===== config.mk =====
export PLATFORM = sky130hd
export DESIGN_NAME = square_wave_conditioner
export DESIGN_NICKNAME = d
export VERILOG_FILES = /design/src/rtl/sq_pkg.sv /design/src/rtl/sq_sync_filter.sv /design/src/rtl/square_wave_conditioner.sv
export SDC_FILE = /design/constraint.sdc
export NUM_CORES = 1
export LEC_CHECK = 0
export CORE_MARGIN = 2
export CORE_UTILIZATION = 40
export DETAILED_ROUTE_END_ITERATION = 8
export SETUP_SLACK_MARGIN = 0.15
export SLEW_MARGIN = 20
export SYNTH_ARGS = -nofsm -noshare
export SYNTH_HDL_FRONTEND = slang
export SYNTH_SLANG_ARGS = --single-unit

===== constraint.sdc =====
create_clock -name iClk -period 5.7 [get_ports iClk]
set_clock_uncertainty 0.05 [all_clocks]
set_input_delay 1.14 -clock iClk [delete_from_list [all_inputs] [get_ports iClk]]
set_output_delay 1.14 -clock iClk [all_outputs]
set_load 0.05 [all_outputs]

===== src/rtl/sq_pkg.sv =====
// Shared constants for the square-wave front end and the SquareWave classifier:
// clock rate, counter width and half-period class thresholds in clocks.
package sq_pkg;

  localparam int unsigned CLK_HZ      = 30_000_000;
  localparam int unsigned SQ_CNT_W    = 17;
  localparam int unsigned SQ_FILT_LEN = 8;
  localparam int unsigned SQ_TIMEOUT  = 120_000;

  // Half-period class boundaries (0.2 ms / 1 ms / 2 ms).
  localparam int unsigned SQ_HALF_0P2MS_CLKS = CLK_HZ / 5_000;
  localparam int unsigned SQ_HALF_1MS_CLKS   = CLK_HZ / 1_000;
  localparam int unsigned SQ_HALF_2MS_CLKS   = CLK_HZ / 500;

  typedef struct packed {
    logic rise;
    logic fall;
  } sq_strobe_t;

endpackage


===== src/rtl/sq_sync_filter.sv =====
// Two-flop synchroniser followed by a FILT_LEN-cycle persistence filter.
// o_toggle is high in the cycle before o_clean takes its new value.
module sq_sync_filter #(
  parameter int unsigned FILT_LEN = 8
) (
  input  logic iClk,
  input  logic iRst_n,
  input  logic iRaw,
  output logic oClean,
  output logic oToggle
);

  localparam int unsigned FW = $clog2(FILT_LEN + 1);

  logic          s1_q, s1_d;
  logic          s2_q, s2_d;
  logic          clean_q, clean_d;
  logic [FW-1:0] fcnt_q, fcnt_d;
  logic          toggle;

  always_comb begin
    s1_d    = iRaw;
    s2_d    = s1_q;
    clean_d = clean_q;
    fcnt_d  = '0;
    toggle  = 1'b0;
    // fcnt holds how many consecutive cycles s2 has already disagreed.
    if (s2_q != clean_q) begin
      if (fcnt_q == FW'(FILT_LEN - 1)) begin
        toggle  = 1'b1;
        clean_d = ~clean_q;
      end else begin
        fcnt_d = fcnt_q + 1'b1;
      end
    end
  end

  always_ff @(posedge iClk or negedge iRst_n) begin
    if (!iRst_n) begin
      s1_q    <= 1'b0;
      s2_q    <= 1'b0;
      clean_q <= 1'b0;
      fcnt_q  <= '0;
    end else begin
      s1_q    <= s1_d;
      s2_q    <= s2_d;
      clean_q <= clean_d;
      fcnt_q  <= fcnt_d;
    end
  end

  assign oClean  = clean_q;
  assign oToggle = toggle;

endmodule


===== src/rtl/square_wave_conditioner.sv =====
// Square-wave front end: clean level, edge strobes, half-period measurement
// and stuck-input detection on top of sq_sync_filter.
module square_wave_conditioner
  import sq_pkg::*;
#(
  parameter int unsigned FILT_LEN = SQ_FILT_LEN,
  parameter int unsigned CNT_W    = SQ_CNT_W,
  parameter int unsigned TIMEOUT  = SQ_TIMEOUT
) (
  input  logic             iClk,
  input  logic             iRst_n,
  input  logic             iSquareRaw,
  output logic             oSquareClean,
  output logic             oRise,
  output logic             oFall,
  output logic [CNT_W-1:0] oHalfPeriod,
  output logic             oHalfLevel,
  output logic             oHalfValid,
  output logic             oStuck
);

  localparam logic [CNT_W-1:0] CNT_MAX   = '1;
  localparam logic [CNT_W-1:0] TIMEOUT_C = CNT_W'(TIMEOUT);

  logic             clean;
  logic             toggle;

  sq_strobe_t       strobe_q, strobe_d;
  logic             half_valid_q, half_valid_d;
  logic             half_level_q, half_level_d;
  logic [CNT_W-1:0] half_period_q, half_period_d;
  logic [CNT_W-1:0] pcnt_q, pcnt_d;
  logic             armed_q, armed_d;
  logic             stuck_q, stuck_d;

  sq_sync_filter #(.FILT_LEN(FILT_LEN)) u_sync_filter (
    .iClk    (iClk),
    .iRst_n  (iRst_n),
    .iRaw    (iSquareRaw),
    .oClean  (clean),
    .oToggle (toggle)
  );

  // Everything keys off toggle so strobes line up with the new clean level.
  always_comb begin
    pcnt_d        = (pcnt_q == CNT_MAX) ? pcnt_q : pcnt_q + 1'b1;
    strobe_d.rise = toggle & ~clean;
    strobe_d.fall = toggle & clean;
    half_valid_d  = toggle & armed_q;
    half_period_d = half_period_q;
    half_level_d  = half_level_q;
    armed_d       = armed_q;
    stuck_d       = stuck_q;
    if (toggle) begin
      pcnt_d  = CNT_W'(1);
      armed_d = 1'b1;
      stuck_d = 1'b0;
      if (armed_q) begin
        half_period_d = pcnt_q;
        half_level_d  = clean;
      end
    end else if (!armed_q || (pcnt_d == TIMEOUT_C)) begin
      stuck_d = 1'b1;
    end
  end

  always_ff @(posedge iClk or negedge iRst_n) begin
    if (!iRst_n) begin
      strobe_q      <= '0;
      half_valid_q  <= 1'b0;
      half_level_q  <= 1'b0;
      half_period_q <= '0;
      pcnt_q        <= '0;
      armed_q       <= 1'b0;
      stuck_q       <= 1'b0;
    end else begin
      strobe_q      <= strobe_d;
      half_valid_q  <= half_valid_d;
      half_level_q  <= half_level_d;
      half_period_q <= half_period_d;
      pcnt_q        <= pcnt_d;
      armed_q       <= armed_d;
      stuck_q       <= stuck_d;
    end
  end

  assign oSquareClean = clean;
  assign oRise        = strobe_q.rise;
  assign oFall        = strobe_q.fall;
  assign oHalfValid   = half_valid_q;
  assign oHalfLevel   = half_level_q;
  assign oHalfPeriod  = half_period_q;
  assign oStuck       = stuck_q;

endmodule


# == Word-level counts from Yosys, hierarchy flattened ==
# Cells that the tools add are included.
# totals
ff_bits,47
output_inout_bits,23
# classes
addsub,2
n_eq_ne,4
muxes,8
bitwise,4
reduce_logical,5
# op_table
op,n
$eq A17 B17 Y1 const B,2
$mux W17,2
$add A17 B1 Y17 const B,1
$mux W4,2
$add A4 B1 Y4 const B,1
$eq A4 B3 Y1 const B,1
$mux W1,4
$reduce_and A2 Y1,2
$and A1 B1 Y1,3
$reduce_bool A2 Y1,1
$logic_not A1 Y1,1
$logic_or A1 B1 Y1,1
$ne A1 B1 Y1,1
$not A1 Y1,1

# == Longest topological paths before layout ==
# Gate-level depths: netlist (run 1).
# logic_depth
depth_word,6
ltp_mapped,7

# == Hierarchy ==
# A second synthesis (run 1) with hierarchy kept.
# hier_totals
cells_unflattened,199
area_unflattened_um2,2265.9
# modules_own_cells
mod,instances,cells_each,area_each_um2,seq_area_each_um2
square_wave_conditioner,1,179,1976.9,1001.0
sq_sync_filter,1,20,289.0,175.2

# == Worst setup path after synthesis (run 1) ==
# No wires, ideal clock.
# synth_timing
path_type,reg2reg
startpoint,register u_sync_filter.clean_q (netlist: u_sync_filter.oClean)
endpoint,register half_period_q[0] (netlist: oHalfPeriod[0])
setup_ns,0.125
arrival_time_ns,1.732
required_ns,5.525
slack_ns,3.793
stages_incl_launch_ff,6
path_buffers,1
path_cell_list,dfrtp_1 xnor2_1 nor2_4 nand2_2 buf_2 mux2_2
# synth_via
elab_chain_cells,3
# synth_rtl
element,line,source
"start, declared",sq_sync_filter.sv:17,"logic clean_q, clean_d;"
"start signal, assigned",sq_sync_filter.sv:47,clean_q <= clean_d;
$ne A1 B1 Y1,sq_sync_filter.sv:28,if (s2_q != clean_q) begin
$mux W1,sq_sync_filter.sv:28,
$reduce_and A2 Y1 (no source line),--,
"end signal, assigned",square_wave_conditioner.sv:80,half_period_q <= half_period_d;
"end, declared",square_wave_conditioner.sv:31,"logic [CNT_W-1:0] half_period_q, half_period_d;"
# No other way between the ends.
# A chain may end at the register's enable or synchronous reset.

# == Worst setup path after layout (run 1) ==
# layout_timing
startpoint,register u_sync_filter.clean_q (netlist: u_sync_filter.oClean)
endpoint,output oSquareClean
# layout_rtl
element,line,source
"end, declared",square_wave_conditioner.sv:13,"output logic oSquareClean,"
# No word-level cell between the ends.

==> results by stage, run 1 <==
Outcome:
- The run finished with clean final reports.

Placed design:
- The global placer's final weighted congestion is roughly 0.86.
- The number of buffer cells added on primary ports is 25.
- The worst setup slack before clock tree synthesis is about 3.3 ns.
- Detailed placement finished with a half-perimeter wire length of ~2900 um.

Layout:
- The footprint of the flip-flops and latches is 1180 um^2.
- The share of the core filled with cells in the final layout is 0.493.
- The repair_antennas step left the layout with diodes totalling 0.
- The area occupied by multi-input gates is 896 um^2.
- The area growth from synthesis to layout is 17.9%.
- The final layout net count is between 200 and 250.
- Counting the fill cells in the layout gives around 430.
- In the final layout, the share of cells above drive strength 1 is 0.131.

Pwr:
- For this design the static power due to leakage is roughly 1.1 nW.
- The worst-case IR drop observed on VDD is between 0.1 and 0.15 mV.
- The cell area power density is ~340 nW/um^2.

Floorplanning:
- Pin placement for this block handled 26 I/O pins.
- The height of the chip is roughly 78 um.
- The site row count is 26.
- Measured along the x axis, the die boundary spans 77.5 um.
- The initial utilization of the core area, before any placement, comes to 0.418.
- The region available for standard cell placement spans 5170 um^2.
- The die area is 6010 um^2.

Worst setup path:
- In this design, the stage delay of the slowest critical-path cell is between 0.8 and 0.9 ns.
- The slowest stage of the critical path belongs to the cell sky130_fd_sc_hd__clkdlybuf4s50_1.
- Of all nets on the critical path, the largest fanout is 6.
- The critical path buffer and inverter count is 1.
- Data arrives at the worst endpoint at around 1.6 ns.
- The worst setup path is captured at an output port.
- The critical path is of the flip-flop to output port type.
- The worst flop-to-flop path startpoint is u_sync_filter.fcnt_q[0].
- STA puts the critical path data required time at about 4.5 ns.
- The cell class contributing the biggest share of worst-path delay is buffers and inverters.
- In this run the worst setup path begins at u_sync_filter.oClean.
- The critical path launch point type is a flip-flop.
- The slack of the worst reg-to-reg path is approximately 3.5 ns.
- Traced cell by cell, the critical path runs through clkdlybuf4s50_1.

STA:
- The number of endpoints with negative hold slack in the final report is 0.
- Timing would allow up to between 300 and 400 MHz.
- Setup repair after global routing left no endpoint under its margin.
- The final count of pins violating max slew came to 0.
- The post-route setup TNS is 0 ns.
- The slew at the pin with the worst max-slew slack is ~0.58 ns.
- Setup violations remaining at the end of the flow were counted as 0.
- Measured against its own limit, the worst slew margin works out to 0.613.
- The final worst slack is between 2 and 3 ns.
- In the finished design, the share of the clock period the worst path needs comes to 0.486.
- The final critical-path required period is about 2.8 ns.
- Final hold analysis gives a worst-case slack of between 0.3 and 0.4 ns.

Yosys:
- The post-synthesis cell area is approximately 2200 um^2.
- The post-synthesis net count is 195.
- The number of distinct library cells after synthesis is 45.
- After technology mapping, the gate count stands at 190.
- For this run, the register share of the synthesized area comes to 0.544.
- In this run the mean area of a mapped cell was 11.4 um^2.
- The number of synthesis warnings is 0.
- The flip-flop and latch count after synthesis is 47.

Clock network:
- For this design, the sink count on the clock tree is 47.
- The post-CTS setup buffer count is 0.
- Counting the buffers created by CTS gives 5.
- After clock tree synthesis, the repair step resized 0 gates.
- The H-tree was split into 2 levels.
- At the later pin of the worst-skew pair, clock insertion delay measures roughly 0.3 ns.
- The clock-pin slew reported for the worst setup and hold paths after clock tree synthesis is approximately 0.09 ns.
- The root buffer cell chosen for the clock tree is sky130_fd_sc_hd__clkbuf_8.
- In this run, post-CTS hold repair placed 0 buffers.
- TritonCTS built the clock tree.
- The clock passes through at most 2 buffers.

Min path:
- The path class of the tightest hold or removal check is flip-flop to flip-flop.
- The startpoint of the tightest hold check path is u_sync_filter.s1_q.

Global route:
- The initial antenna violation count is 0.
- In the global route stage, overall resource usage came out at 0.157.
- Entering global routing, the biggest net connects 48 pins.
- Summed over all layers, the global routing overflow is 0.
- The global-route wire length before repair is approximately 7500 um.
- The via count of the first global-routing pass came to roughly 1500.

Routing:
- In the routed design, unresolved DRC markers number 0.
- In this run, the number of DRC markers left after iteration 0 of detailed routing was between 80 and 90.
- After detailed routing, the number of vias per cell comes to approximately 5.3.
- After detailed routing, the total wire length is roughly 4100 um.
- The average detailed-routed wire length per instance is approximately 15 um.
- The remaining number of nets flagged by the antenna check after routing is 0.
- The count of TritonRoute iterations in the first routing pass is 4.
- For this block, the via count after detailed routing is 1488.

Flow run:
- The max capacitance violation total is 0.
[metrics by stage]
step / cell area, um^2 / total power [mW] / cells
after floorplan: 2160 / 0.586 / 190
after global placement: 2430 / 0.622 / 275
after detailed placement: 2430 / 0.630 / 275
after CTS: 2540 / 0.882 / 283
after global routing: 2550 / 0.934 / 283
final: 2550 / 0.875 / 283
[cells by family after synthesis]
logic type	synth area share
flops	0.544
simple gates	0.154
compound gates	0.0984
fa+ha+maj	0.0116
xor+xnor	0.0730
mux	0.0776
buf+inv	0.0411
[area by class of cell]
type,instances,area share
Inverter,6,0.00884
Timing Repair Buffer,25,0.0972
Multi-Input combinational cell,127,0.352
Tap cell,70,0.0344
Clock inverter,2,0.0138
Sequential cell,47,0.462
Clock buffer,6,0.0324
[sequential cells by signal, indices dropped and copies added, names as in the netlist]
register and flops:
u_sync_filter.s2_q 1, oHalfLevel 1, u_sync_filter.oClean 1, pcnt_q 17, u_sync_filter.fcnt_q 4, oHalfPeriod 17
oFall 1, oRise 1, u_sync_filter.s1_q 1, oHalfValid 1, oStuck 1, armed_q 1
[per-layer routing]
metal / GRT usage / wire length [um] / share of wire
met1: 0.208 / 1930 / 0.47
met2: 0.250 / 2000 / 0.49
met3: 0.0372 / 128 / 0.031
met4: 0.0554 / 62 / 0.015
met5: 0 / 0 / 0
[synthesized netlist by cell type, drive strengths merged]
master / count / area [um^2]
o21bai: 1 / 7.51
xnor2: 8 / 70.1
a311oi: 1 / 8.76
o21ai: 6 / 30.0
nor3b: 2 / 15.0
a21boi: 1 / 7.51
a311o: 1 / 10.0
nor2: 16 / 67.6
and2: 4 / 27.5
nor3: 2 / 10.0
clkbuf: 1 / 3.75
a31o: 1 / 8.76
mux2: 14 / 158
nand3b: 1 / 7.51
or2: 1 / 6.26
a31oi: 3 / 18.8
inv: 6 / 22.5
and4b: 2 / 20.0
o211ai: 2 / 15.0
buf: 9 / 62.6
mux2i: 1 / 10.0
a2bb2oi: 1 / 8.76
a21oi: 11 / 55.1
a211oi: 1 / 7.51
and4: 4 / 37.5
nand2: 11 / 43.8
dfrtp: 47 / 1180
nand3: 6 / 35.0
ha: 2 / 25.0
a211o: 1 / 8.76
o2111ai: 1 / 8.76
a41o: 1 / 10.0
and3: 2 / 12.5
o21a: 1 / 7.51
xor2: 10 / 87.6
nand4: 8 / 50.1
[final timing paths]
check                                      to  cells after the start
max                              oSquareClean                      1
min                        u_sync_filter.s2_q                      0
max reg2reg                    oHalfPeriod[1]                      5
min reg2reg                u_sync_filter.s2_q                      0
max in group asynchronous          pcnt_q[14]                      1
min in group asynchronous               oFall                      1
[cell usage in the layout, fill, tap and decap left out, drive strengths merged, types with 3 or more instances in the layout]
| cell | instances |
|---|---|
| nand4 | 8 |
| xnor2 | 8 |
| nor2 | 16 |
| nand2 | 11 |
| o21ai | 6 |
| a31oi | 3 |
| clkbuf | 6 |
| and2 | 4 |
| dfrtp | 47 |
| xor2 | 10 |
| inv | 6 |
| nand3 | 6 |
| and4 | 4 |
| clkdlybuf4s50 | 24 |
| mux2 | 14 |
| a21oi | 11 |
[where the power goes]
part	switching (mW)	internal [mW]	leakage, nW
clock network	0.109	0.142	0.0612
logic	0.0999	0.0820	0.441
registers	0.0664	0.376	0.627
No activity file was read; power rests on OpenSTA's default activity.
==> inputs of run 2 (changes only) <==
clock period = 2.6 ns   (was 5.7 ns; I/O delays follow)
==> results by stage, run 2 (synthesis gave the netlist of run 1 again) <==
Clock network:
- After clock tree synthesis, the clock-pin slew on the worst setup and hold paths is 0.09 ns.
- TritonCTS built the clock tree.
- The number of levels in the clock H-tree is 2.
- The cell sitting at the root of the clock tree is a sky130_fd_sc_hd__clkbuf_8.
- The longest clock path from root to sink contains 2 buffers.
- The CTS sink count is 47.
- The number of buffers inserted for hold repair after clock tree synthesis is 0.
- In this run, post-CTS repair resized a total of 0 instances.
- The post-CTS setup buffer count is 0.
- The number of buffers inserted during clock tree synthesis is 5.
- The later pin in the worst-skew pair is clocked with a latency of roughly 0.31 ns.

Worst setup path:
- The critical path goes through clkdlybuf4s50_1.
- The slowest stage of the critical path is the sky130_fd_sc_hd__clkdlybuf4s50_1 cell.
- STA classifies the critical path startpoint as a flip-flop.
- Data on the critical path is required at its endpoint by between 2 and 2.5 ns.
- The worst setup path is of the flip-flop to output port kind.
- The worst path arrival time is 1.59 ns.
- The critical path depth in cells is 1.
- The capturing element type of the critical path is an output port.
- In this run the worst path has a maximum fanout of 6.
- Broken down by cell family, the worst path's largest delay share belongs to buffers and inverters.
- The maximum single-stage delay on the critical path is between 0.8 and 0.9 ns.
- The critical path buffer and inverter count is 1.
- The worst register-to-register path has a depth of 6.

Routing:
- The pre-antenna-repair detailed-routing pass consisted of 4 iterations.
- Summing over every cut layer, the via total after detailed routing is 1500.
- The DRC violation total after the first TritonRoute iteration is 140.
- After detailed routing, the number of remaining DRC violations is 0.
- Dividing the detail-routed wire length by the instance count gives between 10 and 15 um.
- The final layout contains routed wiring with a total length of approximately 4100 um.
- The number of vias per cell after detailed routing is approximately 5.3.
- The count of nets left with antenna violations once routing finished came out at 0.

Global route:
- Across every metal layer, demand over resource in global routing totals 0.153.
- The overflow left after global routing is 0.
- The global-route wire length before repair is approximately 7000 um.
- The initial antenna violation count was 0.
- The pin count of the biggest net entering global routing is between 40 and 50.
- The via count of the first global-routing pass is roughly 1500.

Pwr:
- Summed over all cells, the static leakage comes to 1.14 nW.
- The cell area power density is 749 nW/um^2.
- The maximum resistive drop on vdd is about 0.32 mV.
- The power after layout is 1.93 mW.

STA:
- At the pin with the least slew margin, the transition time is roughly 0.50 ns.
- The number of endpoints with negative hold slack in the final report was 0.
- The total of endpoints with negative setup slack in the final report is 0.
- The final count of pins violating max slew is 0.
- Dividing the final minimum period by the clock period gives 0.831.
- In this run the tightest slew margin relative to its limit is 0.666.
- Adding up every negative setup slack in the final design gives 0 ns.
- The final critical-path required period is roughly 2.2 ns.
- Timing would allow up to around 460 MHz.
- Setup repair after global routing left no endpoint under its margin.

Flow run:
- The max capacitance violation total is 0.

Placed design:
- The HPWL after detailed placement is 2820 um.
- The number of buffer cells added on primary ports is 25.
- The total placed cells including tap cells is 277.
- The congestion estimate from routability-driven global placement came to just over 0.9.

Layout:
- The count of non-filler cells in the finished layout is 285.
- From synthesis to final layout, the design area changed by 19.1%.
- At the end of the flow the core is filled with cells to 0.497.
- The final layout net count is 219.
- The most common cell after layout, fill and taps aside is sky130_fd_sc_hd__dfrtp_1.
- The top cell types in the final layout, fill and taps aside, are 47 x sky130_fd_sc_hd__dfrtp_1, 24 x sky130_fd_sc_hd__clkdlybuf4s50_1, 15 x sky130_fd_sc_hd__nor2_1.
- The fraction of final layout cells sized beyond drive strength 1 is 0.140.
- The number of antenna diodes in the final layout is 0.
- After filler insertion, the fill cell instance count of the layout stands at around 470.

Floorplanning:
- Row generation in the floorplan step produced 26 rows.
- The initial utilization of the core area, before any placement, comes to 0.418.
- The number of placed I/O pins is 26.
- The floorplan step set the die width to approximately 78 um.
- The die area is 6010 um^2.
- From bottom edge to top edge, the die measures just under 80 um.
- The area of the core region is around 5200 um^2.

Min path:
- The path class of the tightest hold or removal check is input port to asynchronous set/reset pin.

Outcome:
- The run finished with clean final reports.
==> run 2: changes by cell type in the layout (fill, tap and decap cells not counted), sizes merged <==
cell	previous run	this run
buf	1	3
==> run 2: final timing paths <==
| path | from | slack, ns | end |
|---|---|---|---|
| worst max register to register | pcnt_q[0] | 0.50 | oStuck |
| worst max-delay path | u_sync_filter.oClean | 0.44 | oSquareClean |
| max in group asynchronous | iRst_n | 2.15 | oHalfPeriod[15] |
| min in group iClk | u_sync_filter.s1_q | 0.30 | u_sync_filter.s2_q |
| worst min-delay path | iRst_n | 0.13 | oHalfPeriod[7] |
| worst min register to register | u_sync_filter.s1_q | 0.30 | u_sync_filter.s2_q |
==> run 2: where the power goes <==
group / switching [mW] / internal [mW] / leakage (nW)
registers: 0.147 / 0.824 / 0.627
clock network: 0.241 / 0.311 / 0.0612
logic: 0.220 / 0.183 / 0.455
total: 0.608 / 1.32 / 1.14
==> run 2: metal layers <==
layer  vias up  track usage  part of all wire  wire [um]
li1        718            -                 -          -
met5         -            0                 0          0
met4         0       0.0786             0.019         79
met1       741        0.194              0.48       1980
met2        33        0.239              0.47       1940
met3         8       0.0419             0.034        140
==> run 2: area by class of cell <==
cell class,count,area (um^2),share of cell area
Clock buffer,6,82.6,0.0321
Clock inverter,2,35.0,0.0136
Inverter,6,22.5,0.00875
Multi-Input combinational cell,127,896,0.348
Sequential cell,47,1180,0.457
Tap cell,70,87.6,0.0340
Timing Repair Buffer,27,273,0.106
==> run 2: stage by stage <==
stage	cell area [um^2]	worst slack, ns	hold WS (ns)
2_1_floorplan	2160	0.693	0.174
3_3_place_gp	2450	0.642	0.290
5_1_grt	2570	0.402	0.140
4_1_cts	2570	0.430	0.140
6_report	2570	0.438	0.132
3_5_place_dp	2450	0.554	0.287
